===== config.mk =====
export PLATFORM = sky130hd
export DESIGN_NAME = ld_st_mem_unit
export DESIGN_NICKNAME = d
export VERILOG_FILES = /design/src/rtl/ld_st_mem_unit_pkg.sv /design/src/rtl/ld_st_mem_unit_resp_fifo_2.sv /design/src/rtl/ld_st_mem_unit.sv
export SDC_FILE = /design/constraint.sdc
export NUM_CORES = 1
export LEC_CHECK = 0
export ABC_AREA = 1
export CAP_MARGIN = 10
export CORE_MARGIN = 5
export CORE_UTILIZATION = 45
export CTS_CLUSTER_DIAMETER = 60
export DETAILED_ROUTE_END_ITERATION = 8
export HOLD_SLACK_MARGIN = 0.05
export SYNTH_ARGS = -nofsm -noshare
export SYNTH_HDL_FRONTEND = slang
export SYNTH_SLANG_ARGS = --single-unit

===== constraint.sdc =====
create_clock -name clk -period 4.7 [get_ports clk]
set_clock_uncertainty 0.2 [all_clocks]
set_input_delay 0.94 -clock clk [delete_from_list [all_inputs] [get_ports clk]]
set_output_delay 0.94 -clock clk [all_outputs]
set_load 0.005 [all_outputs]

===== src/rtl/ld_st_mem_unit_pkg.sv =====
// ---------------------------------------------------------------------------
// ld_st_mem_unit_pkg
// Shared definitions for the load/store memory unit and its response FIFO.
//   RSP_FIFO_DEPTH : number of response slots (fixed at 2)
//   fifo_cnt_t     : occupancy counter type (0..2)
//   ptr_inc        : next value of a 1-bit circular pointer
// ---------------------------------------------------------------------------
package ld_st_mem_unit_pkg;

    localparam int RSP_FIFO_DEPTH = 2;

    typedef logic [1:0] fifo_cnt_t;

    localparam fifo_cnt_t FIFO_CNT_FULL  = 2'd2;
    localparam fifo_cnt_t FIFO_CNT_EMPTY = 2'd0;

    // With two slots the pointer simply toggles.
    function automatic logic ptr_inc(input logic ptr);
        return ~ptr;
    endfunction

endpackage


===== src/rtl/ld_st_mem_unit_resp_fifo_2.sv =====
// ---------------------------------------------------------------------------
// resp_fifo_2
// Two-entry circular FIFO holding load responses.
//   clk, rst_n : clock (rising edge), asynchronous active-low reset
//   push       : write push_data into the tail (ignored when full)
//   push_data  : data to enqueue
//   pop        : drop the head entry (ignored when empty)
//   full       : both slots occupied
//   empty      : no slots occupied
//   head       : registered data at the head slot
// Entry storage is cleared on reset so head never shows X for a slot that
// has not been written since reset.
// ---------------------------------------------------------------------------
module resp_fifo_2
    import ld_st_mem_unit_pkg::*;
#(
    parameter int WIDTH = 32
) (
    input  logic             clk,
    input  logic             rst_n,
    input  logic             push,
    input  logic [WIDTH-1:0] push_data,
    input  logic             pop,
    output logic             full,
    output logic             empty,
    output logic [WIDTH-1:0] head
);

    logic [WIDTH-1:0] entry_q [RSP_FIFO_DEPTH];
    logic             wr_ptr_q, wr_ptr_d;
    logic             rd_ptr_q, rd_ptr_d;
    fifo_cnt_t        count_q, count_d;
    logic             push_en;
    logic             pop_en;

    assign full    = (count_q == FIFO_CNT_FULL);
    assign empty   = (count_q == FIFO_CNT_EMPTY);
    assign push_en = push & ~full;
    assign pop_en  = pop & ~empty;
    assign head    = entry_q[rd_ptr_q];

    always_comb begin
        wr_ptr_d = wr_ptr_q;
        rd_ptr_d = rd_ptr_q;
        count_d  = count_q;
        if (push_en) begin
            wr_ptr_d = ptr_inc(wr_ptr_q);
        end
        if (pop_en) begin
            rd_ptr_d = ptr_inc(rd_ptr_q);
        end
        // Simultaneous push and pop leaves the occupancy unchanged.
        case ({push_en, pop_en})
            2'b10:   count_d = fifo_cnt_t'(count_q + 2'd1);
            2'b01:   count_d = fifo_cnt_t'(count_q - 2'd1);
            default: count_d = count_q;
        endcase
    end

    always_ff @(posedge clk or negedge rst_n) begin
        if (!rst_n) begin
            wr_ptr_q <= 1'b0;
            rd_ptr_q <= 1'b0;
            count_q  <= FIFO_CNT_EMPTY;
        end else begin
            wr_ptr_q <= wr_ptr_d;
            rd_ptr_q <= rd_ptr_d;
            count_q  <= count_d;
        end
    end

    generate
        for (genvar gi = 0; gi < RSP_FIFO_DEPTH; gi++) begin : g_entry
            always_ff @(posedge clk or negedge rst_n) begin
                if (!rst_n) begin
                    entry_q[gi] <= '0;
                end else if (push_en && (int'(wr_ptr_q) == gi)) begin
                    entry_q[gi] <= push_data;
                end
            end
        end
    endgenerate

endmodule


===== src/rtl/ld_st_mem_unit.sv =====
// ---------------------------------------------------------------------------
// ld_st_mem_unit
// Single-port word memory servicing load/store requests from the datapath.
//   clk, rst_n   : clock (rising edge), asynchronous active-low reset
//   req_valid    : request present
//   req_ready    : unit can accept a request (depends on registered state only)
//   req_is_store : 1 = store, 0 = load
//   req_addr     : word address
//   req_wdata    : store data (ignored for loads)
//   rsp_valid    : load response available at FIFO head
//   rsp_ready    : consumer takes the head entry
//   rsp_rdata    : load data at FIFO head
// Loads read the array contents as they stand before the accepting edge and
// enqueue them on that same edge, giving a one-cycle response latency when
// the FIFO is empty. Stores write on the accepting edge and produce no
// response. The memory array itself is not reset.
// DEPTH must be a power of two, minimum 2.
// ---------------------------------------------------------------------------
module ld_st_mem_unit
    import ld_st_mem_unit_pkg::*;
#(
    parameter int WIDTH      = 32,
    parameter int DEPTH      = 16,
    parameter int ADDR_WIDTH = $clog2(DEPTH)
) (
    input  logic                  clk,
    input  logic                  rst_n,
    input  logic                  req_valid,
    output logic                  req_ready,
    input  logic                  req_is_store,
    input  logic [ADDR_WIDTH-1:0] req_addr,
    input  logic [WIDTH-1:0]      req_wdata,
    output logic                  rsp_valid,
    input  logic                  rsp_ready,
    output logic [WIDTH-1:0]      rsp_rdata
);

    logic [WIDTH-1:0] mem_q [DEPTH];
    logic             accept;
    logic             load_push;
    logic             rsp_pop;
    logic [WIDTH-1:0] load_data;
    logic             fifo_full;
    logic             fifo_empty;

    // Back-pressure comes purely from FIFO occupancy, so a pop in a full
    // cycle only re-opens the request side on the following cycle.
    assign req_ready = ~fifo_full;
    assign rsp_valid = ~fifo_empty;
    assign accept    = req_valid & req_ready;
    assign rsp_pop   = rsp_valid & rsp_ready;
    assign load_push = accept & ~req_is_store;

    // Asynchronous array read: the pre-edge value is captured by the FIFO
    // on the accepting edge, so a store followed next cycle by a load of the
    // same address sees the new data.
    assign load_data = mem_q[req_addr];

    always_ff @(posedge clk) begin
        if (accept && req_is_store) begin
            mem_q[req_addr] <= req_wdata;
        end
    end

    resp_fifo_2 #(
        .WIDTH (WIDTH)
    ) u_resp_fifo (
        .clk       (clk),
        .rst_n     (rst_n),
        .push      (load_push),
        .push_data (load_data),
        .pop       (rsp_pop),
        .full      (fifo_full),
        .empty     (fifo_empty),
        .head      (rsp_rdata)
    );

endmodule


==> run metrics, run 1 <==
vias in the first global route=16310; Max Clock Freq=271.1 MHz; Routed Wire Length=62520 um; pin count of the biggest net entering global routing=between 150 and 200; CP max stage delay=~520 ps; Final GP Congestion=~0.76; Yosys top cell area share=63.42%; Max-Cap Viols=0; core box area=0.05360 mm^2; TritonCTS Buffers=59; Rel. slew slack=between 20 and 30%; crit end category=primary output; Worst-Margin Slew=roughly 1100 ps; number of flops mapped to enable cells by yosys=between 500 and 600; synth top area cells=edfxtp_1, nand2_1, dfrtp_1; Synth cell types=22; IO buf count=74; critical-path cell list=clkinv_1 > buf_16 > nand2_1 > nand2_1 > clkdlybuf4s50_1; Leak Pwr=between 10 and 15 nW; Die Area=between 0.05 and 0.06 mm^2; RSZ-0062 raised after global routing=false; mapped cell area=between 0.02 and 0.025 mm^2; Site Rows=85; Worst R2R Setup Slack=1790 ps; fraction of layout cells with a size suffix above 1=6.651%; Post-synth ARST share=a little under an eighth; worst r2r src=u_resp_fifo.count_q[0]; hold crit path type=flop to flop; Worst Setup Start Kind=flop; total grt overflow=0; area leader, netlist=edfxtp_1; most frequent cells in the layout=nand2_1, edfxtp_1, clkdlybuf4s50_1; total number of vias=16260; CTS Sinks=580; # resized after CTS=0; maximum VDD drop=around 0.36 mV; crit share post-route=78.50%; Top FF cell, synth=edfxtp_1; DR iter-0 viols=1276; status=completed; clk_lat worst skew=610 ps; Post-Syn Nets=~2400; kind of critical path=flop to primary output; Seq/Total Area, Yosys=70.44%; drt pass-1 iters=5; H-tree depth=2; cells on worst reg2reg path=7; all-layer global routing usage=21.22%; CP endpoint=rsp_rdata[15]; area delta synth->final=14.52%; most frequent cell on the critical path=nand2_1; Initial Utilization=45.23%; Req. time, crit path=3560 ps; post-CTS setup buffers=0; Slowest cell on crit path=clkinv_1; cells after synthesis=2386; Max Slew Vio Count=0; setup tns final=0 ps; Max FO, Critical Path=13; Final Net Count=2488; hold buffers post-CTS=0; final core utilization=51.80%; CTS max path bufs=3; antenna-violating nets left=0; number of synthesized register bits=580; crit path DAT=2550 ps; vias per inst=5.093; YS warnings=0; final setup vio count=0; Critical path origin=u_resp_fifo.rd_ptr_q; Final Hold Viols=0; Ports=75; final instance area=0.02776 mm^2; Avg WL per Cell=19.59 um; first-pass GRT wire length=96610 um; Reg-to-Reg End=mem_q[7][11]; clock transition at the registers of the reported paths=60 ps; pwr dens=roughly 450 mW/mm^2; DPL Wire Length=around 34000 um; syn_area_per_cell=between 10 and 15 um^2; diode count=0; DRC Markers=0; Final min period=3689 ps; die height=~240 um; Root Buffer=clkbuf_16; Die Wd=242.1 um; most common cell after layout, fill and taps aside=nand2_1; TritonCTS clock tree=built; initial antenna violation count=1; placed cell area=0.02579 mm^2
## kinds of logic after synthesis
logic type	count (synthesis)	synth area share (%)
simple gates	1602	24.90
flops	580	70.44
buf+inv	134	3.143
compound gates	66	1.362
xor+xnor	3	0.1084
fa+ha+maj	1	0.05160
## area by class of cell
class,instances,area [um^2]
multi-input combinational,1672,6548
tap,696,870.8
clock buffer,83,1699
timing repair buffer,116,1225
clock inverter,28,274.0
sequential,580,17080
fill,4850,25840
inverter,17,71.32
## how the worst min path moves through the flow
stage	start	cells past startpoint	slack, ps	to
CTS	u_resp_fifo.entry_q[52]	2	280	u_resp_fifo.entry_q[52]
global route	u_resp_fifo.entry_q[52]	2	290	u_resp_fifo.entry_q[52]
floorplan	u_resp_fifo.entry_q[14]	2	250	u_resp_fifo.entry_q[14]
finish	u_resp_fifo.entry_q[17]	2	280	u_resp_fifo.entry_q[17]
global placement	u_resp_fifo.entry_q[53]	2	260	u_resp_fifo.entry_q[53]
detailed placement	u_resp_fifo.entry_q[3]	2	270	u_resp_fifo.entry_q[3]
## Yosys cell counts, types with 2 or more instances
| master | count |
|---|---|
| nand2_1 | 1574 |
| edfxtp_1 | 512 |
| dfrtp_1 | 68 |
| o21ai_1 | 64 |
| buf_2 | 61 |
| clkbuf_1 | 25 |
| nor2_1 | 21 |
| buf_6 | 19 |
| inv_1 | 12 |
| buf_4 | 10 |
| nand3_1 | 4 |
| inv_2 | 3 |
| buf_1 | 2 |
| nor2_4 | 2 |
| xor2_1 | 2 |
## worst max-delay path: cells and delay by family (launching register included)
kind | cells | cell delay (ps)
buf+inv | 3 | 1400
flops | 1 | 350
simple gates | 2 | 190
## flip-flops by register name, indices dropped and copies added, names as in the netlist
register,count
u_resp_fifo.rd_ptr_q,1
u_resp_fifo.wr_ptr_q,1
u_resp_fifo.count_q,2
u_resp_fifo.entry_q,64
mem_q,512
## power breakdown
| group | leakage (nW) | switching, W | internal [W] |
|---|---|---|---|
| Combinational | 5.39 | 0.00110 | 0.000708 |
| Clock | 0.969 | 0.00193 | 0.00279 |
| Sequential | 5.48 | 0.000162 | 0.00594 |
| Total | 11.8 | 0.00319 | 0.00943 |
## per-layer routing
metal | vias to the layer above | GRT usage [%] | share of wire (%)
li1 | 7820 | - | -
met1 | 7842 | 29.88 | 45
met2 | 491 | 34.49 | 46
met3 | 101 | 3.266 | 6.1
met4 | 2 | 6.428 | 2.7
met5 | - | 0 | 0.021
## stage by stage
| stage | std cells | hold slack [ps] | setup slack, ps | power [W] |
|---|---|---|---|---|
| floorplan | 2386 | 248.7 | 1068 | 0.007083 |
| global placement | 3080 | 262.5 | 930.8 | 0.007971 |
| detailed placement | 3081 | 265.6 | 906.2 | 0.008027 |
| CTS | 3192 | 281.9 | 944.3 | 0.01275 |
| global route | 3192 | 293.4 | 900.4 | 0.01317 |
| finish | 3192 | 277.7 | 1011 | 0.01262 |
(Power assumes the default switching activity.)
==> inputs of run 2 (changes only) <==
Clock period 4.7 ns to 3.1 ns, I/O delays scaled along.
==> run metrics, run 2 (synthesis results as in run 1) <==
leading registers by flop count=mem_q (512), u_resp_fifo.entry_q (64), u_resp_fifo.count_q (2) (unchanged); Root Buffer=clkbuf_16 (unchanged); final core utilization=52.71% (was 51.80%); pwr dens=686.6 mW/mm^2 (was 454.7 mW/mm^2); Max Slew Vio Count=0 (unchanged); clk_lat worst skew=620 ps (was 610 ps); Rel. slew slack=47.80% (was 28.58%); Slowest cell on crit path=clkdlybuf4s50_1 (was clkinv_1); Die Wd=242.1 um (unchanged); DPL Wire Length=35940 um (was 33500 um); Final GP Congestion=0.7962 (was 0.7608); Die Area=0.05861 mm^2 (unchanged); net switching fraction of the power=25.58% (was 25.28%); CP max stage delay=530 ps (was 520 ps); TritonCTS Buffers=61 (was 59); most frequent cell on the critical path=nand2_1 (unchanged); Final Net Count=2520 (was 2488); hold crit path type=flop to flop (unchanged); RSZ-0062 raised after global routing=false (unchanged); drt pass-1 iters=6 (was 5); CTS max path bufs=3 (unchanged); DR iter-0 viols=1504 (was 1276); Req. time, crit path=2280 ps (was 3560 ps); status=completed (unchanged); kind of critical path=flop to primary output (unchanged); antenna-violating nets left=0 (unchanged); die height=242.1 um (unchanged); Site Rows=85 (unchanged); crit path DAT=2130 ps (was 2550 ps); Worst Setup Start Kind=flop (unchanged); crit end category=primary output (unchanged); Initial Utilization=45.23% (unchanged); Hold Crit Endpoint=u_resp_fifo.entry_q[4] (was u_resp_fifo.entry_q[17]); cells on worst reg2reg path=8 (was 7); pin count of the biggest net entering global routing=101 (was 184); Critical path origin=u_resp_fifo.rd_ptr_q (unchanged); Max FO, Critical Path=21 (was 13); min-delay src=u_resp_fifo.entry_q[4] (was u_resp_fifo.entry_q[17]); Final Hold Viols=0 (unchanged); Reg power frac=47.7% (was 48.3%); initial antenna violation count=1 (unchanged); first-pass GRT wire length=96830 um (was 96610 um); Buf/Inv on CP=2 (was 3); Routed Wire Length=63160 um (was 62520 um); vias in the first global route=15980 (was 16310); total number of vias=16490 (was 16260); worst hold slack=279.2 ps (was 277.7 ps); P_int=0.01444 W (was 0.009434 W); clock transition at the registers of the reported paths=60 ps (about the same); diode count=0 (unchanged); CTS Sinks=580 (unchanged); Fillers=4677 (was 4850); fraction of layout cells with a size suffix above 1=7.708% (was 6.651%); Max-Cap Viols=0 (unchanged); Final min period=approximately 3000 ps; vias per inst=5.112 (was 5.093); Worst-Margin Slew=783.0 ps (was 1071 ps); worst r2r src=u_resp_fifo.count_q[0] (unchanged); Reg-to-Reg End=mem_q[12][31] (was mem_q[7][11]); final setup vio count=0 (unchanged); Worst path top cell family by delay=buffers and inverters (unchanged); max reg flops=512 (unchanged); IO buf count=74 (unchanged); Avg WL per Cell=19.58 um (was 19.59 um); most flop-heavy register=mem_q (unchanged); Worst R2R Setup Slack=870 ps (was 1790 ps); placed cell area=0.02621 mm^2 (was 0.02579 mm^2); area delta synth->final=16.54% (was 14.52%); Max Clock Freq=between 300 and 400 MHz; crit share post-route=95.17%; all-layer global routing usage=21.34% (was 21.22%); most frequent cells in the layout=nand2_1, edfxtp_1, clkdlybuf4s50_1 (unchanged); Leak Pwr=12.07 nW (was 11.83 nW); DRC Markers=0 (unchanged); maximum VDD drop=0.5607 mV (was 0.3602 mV); Min-Delay Path Depth=2 (unchanged); NetSw=0.004963 W (was 0.003191 W); Ports=75 (unchanged); H-tree depth=2 (unchanged); TritonCTS clock tree=built (unchanged); total grt overflow=0 (unchanged); critical-path cell list=buf_4 > nand2_1 > nand2_1 > clkdlybuf4s50_1 (was clkinv_1 > buf_16 > nand2_1 > nand2_1 > clkdlybuf4s50_1); clock power share=37.7% (was 37.4%); final instance area=0.02825 mm^2 (was 0.02776 mm^2); most common cell after layout, fill and taps aside=nand2_1 (unchanged); core box area=0.05360 mm^2 (unchanged); Comb pwr share=14.6% (was 14.3%)
[run 2: power by group through the flow]
stage	clock network (W)	logic [W]	registers, W
5_1_grt	0.00779	0.00312	0.00930
2_1_floorplan	0	0.00139	0.00934
3_3_place_gp	0	0.00280	0.00939
3_5_place_dp	0	0.00284	0.00940
6_report	0.00732	0.00283	0.00925
4_1_cts	0.00745	0.00286	0.00924
[run 2: worst max-delay path by stage]
stage / slack (ps) / to / cells past startpoint
after global routing: 40 / rsp_rdata[24] / 4
after global placement: 360 / mem_q[9][2] / 7
after floorplan: -210 / mem_q[0][0] / 6
final: 150 / rsp_rdata[24] / 4
after detailed placement: 310 / mem_q[12][2] / 7
after CTS: 3 / rsp_rdata[24] / 5
[run 2: per-stage QoR]
stage               power, W  TNS, ps  setup WS (ps)  instances
CTS                  0.01955        0          2.715       3226
finish               0.01940        0          149.7       3226
global placement     0.01219        0          363.1       3110
floorplan            0.01074  -107780         -211.9       2386
global route         0.02021        0          38.17       3226
detailed placement   0.01224        0          307.3       3110
[run 2: area by class of cell]
| type | instances | area (um^2) | share of cell area, % |
|---|---|---|---|
| clock inverter | 43 | 395.4 | 1.399 |
| tap | 696 | 870.8 | 3.082 |
| clock buffer | 72 | 1630 | 5.770 |
| timing repair buffer | 146 | 1662 | 5.881 |
| inverter | 17 | 71.32 | 0.2524 |
| multi-input combinational | 1672 | 6548 | 23.17 |
| sequential | 580 | 17080 | 60.44 |
[run 2: per-layer routing]
metal | GRT usage, % | share of wire [%] | vias up | wire, um
li1 | - | - | 7906 | -
met1 | 31.05 | 45 | 7935 | 28290
met2 | 33.72 | 46 | 528 | 29010
met3 | 3.078 | 6.4 | 120 | 4030
met4 | 6.495 | 2.9 | 2 | 1815
met5 | 0 | 0.013 | - | 8
[run 2: worst reg2reg max path: cells and delay by family (launching register included)]
family	cells	cell delay, ps
AND/OR/NAND/NOR	5	720
buffers and inverters	3	560
flip-flops	1	410
[run 2: repair_timing]
| action | 4_1_cts | 5_1_grt |
|---|---|---|
| hold endpoints to repair | 41 | 0 |
| buffers inserted | 0 | 0 |
| gates resized for setup | 0 | 1 |
| hold buffers | 1 | 0 |
| endpoints found under the setup margin | 0 | 3 |
==> inputs of run 3 (changes only) <==
Settings changed: CTS_BUF_LIST from default to sky130_fd_sc_hd__clkbuf_8 sky130_fd_sc_hd__clkbuf_16, CTS_CLUSTER_SIZE from default to 16.
==> run metrics, run 3 (synthesis results as in run 1) <==
most common cell after layout, fill and taps aside=nand2_1 (unchanged); fraction of layout cells with a size suffix above 1=6.333% (was 7.708%); Worst Setup Start Kind=flop (unchanged); vias per inst=5.106 (was 5.112); kind of critical path=flop to primary output (unchanged); Avg WL per Cell=19.71 um (was 19.58 um); Root Buffer=clkbuf_16 (unchanged); crit end category=primary output (unchanged); setup tns final=0 ps (unchanged); die height=242.1 um (unchanged); Worst-Margin Slew=776.5 ps (was 783.0 ps); antenna-violating nets left=0 (unchanged); CTS Sinks=580 (unchanged); vias in the first global route=15760 (was 15980); diode count=0 (unchanged); area of the multi-input gates=0.006548 mm^2 (unchanged); initial antenna violation count=1 (unchanged); status=completed (unchanged); Site Rows=85 (unchanged); Max Slew Vio Count=0 (unchanged); leading registers by flop count=mem_q (512), u_resp_fifo.entry_q (64), u_resp_fifo.count_q (2) (unchanged); most frequent cells in the layout=nand2_1, edfxtp_1, clkdlybuf4s50_1 (unchanged); DRC Markers=0 (unchanged); Max Clock Freq=335.3 MHz (was 338.9 MHz); Max FO, Critical Path=21 (unchanged); crit share post-route=96.22% (was 95.17%); Final Hold Viols=0 (unchanged); Final GP Congestion=0.7962 (unchanged); max reg flops=512 (unchanged); Storage cell area=0.01708 mm^2 (unchanged); Final Net Count=2504 (was 2520); most flop-heavy register=mem_q (unchanged); drt pass-1 iters=5 (was 6); Fillers=4744 (was 4677); Initial Utilization=45.23% (unchanged); maximum VDD drop=0.3793 mV (was 0.5607 mV); clock transition at the registers of the reported paths=70 ps (was 60 ps); Routed Wire Length=62890 um (was 63160 um); pin count of the biggest net entering global routing=101 (unchanged); crit path DAT=2160 ps (was 2130 ps); DR iter-0 viols=1453 (was 1504); # resized after CTS=0 (unchanged); total grt overflow=0 (unchanged); Die Wd=242.1 um (unchanged); final setup vio count=0 (unchanged); TritonCTS Buffers=45 (was 61); CTS max path bufs=3 (unchanged); total power=0.01746 W (was 0.01940 W); TritonCTS clock tree=built (unchanged); Rel. slew slack=48.23% (was 47.80%); Final min period=2983 ps (was 2950 ps); DPL Wire Length=35940 um (unchanged); RSZ-0062 raised after global routing=false (unchanged); Die Area=0.05861 mm^2 (unchanged); final instance area=0.02754 mm^2 (was 0.02825 mm^2); clk_lat worst skew=580 ps (was 620 ps); all-layer global routing usage=21.20% (was 21.34%); area delta synth->final=13.61% (was 16.54%); Max-Cap Viols=0 (unchanged); worst hold slack=281.6 ps (was 279.2 ps); Req. time, crit path=2280 ps (about the same); total number of vias=16290 (was 16490); first-pass GRT wire length=95880 um (was 96830 um); placed cell area=0.02621 mm^2 (unchanged); pwr dens=633.7 mW/mm^2 (was 686.6 mW/mm^2); core box area=0.05360 mm^2 (unchanged); IO buf count=74 (unchanged); hold crit path type=flop to flop (unchanged); Leak Pwr=11.80 nW (was 12.07 nW); Ports=75 (unchanged); H-tree depth=2 (unchanged)
## run 3: changes by cell type in the layout (fill, tap and decap cells not counted), sizes merged
cell | before | now
bufinv | 7 | 0
clkbuf | 73 | 49
clkinv | 33 | 7
inv | 18 | 40
## run 3: stage by stage
stage          worst slack (ps)  cells  utilization (%)
2_1_floorplan            -211.9   2386                -
3_3_place_gp              363.1   3110            48.91
3_5_place_dp              307.3   3110            48.91
4_1_cts                   50.57   3191            51.38
5_1_grt                0.002665   3191            51.38
6_report                  117.2   3191            51.38
## run 3: worst max-delay path, stage by stage (launching register included)
cell and delay [ps]:
dfrtp_1 390, clkinv_1 70, buf_4 340, nand2_1 100
nand2_1 140, clkdlybuf4s50_1 530
## run 3: final timing paths
| kind | from | to | slack [ps] | depth (start not counted) |
|---|---|---|---|---|
| min in group asynchronous | rst_n | u_resp_fifo.entry_q[32] | 460 | 2 |
| max reg2reg | u_resp_fifo.count_q[0] | mem_q[4][17] | 850 | 8 |
| min | u_resp_fifo.entry_q[4] | u_resp_fifo.entry_q[4] | 280 | 2 |
| max in group asynchronous | rst_n | u_resp_fifo.entry_q[44] | 1600 | 3 |
| max | u_resp_fifo.rd_ptr_q | rsp_rdata[24] | 120 | 5 |
| min reg2reg | u_resp_fifo.entry_q[4] | u_resp_fifo.entry_q[4] | 280 | 2 |
## run 3: what timing repair did
| action | 4_1_cts | 5_1_grt |
|---|---|---|
| buffers inserted | 0 | 0 |
| endpoints found under the hold margin | 41 | 0 |
| hold buffers | 1 | 0 |
## run 3: layout make-up
cell class | count | share of cell area, %
timing repair buffer | 146 | 6.019
clock inverter | 32 | 0.5497
inverter | 17 | 0.2589
clock buffer | 48 | 4.238
multi-input combinational | 1672 | 23.77
sequential | 580 | 62.00
tap | 696 | 3.162
## run 3: per-layer routing
metal	global-route usage, %	vias up	wire length [um]
met3	3.310	109	3923
li1	-	7848	-
met1	30.96	7837	28640
met5	0	-	13
met2	33.81	498	28780
met4	5.153	2	1530
## run 3: power breakdown
part	internal, W	total, W	switching [W]	leakage, nW
combinational	0.00111	0.00283	0.00172	5.59
clock	0.00272	0.00539	0.00267	0.726
sequential	0.00899	0.00924	0.000246	5.48
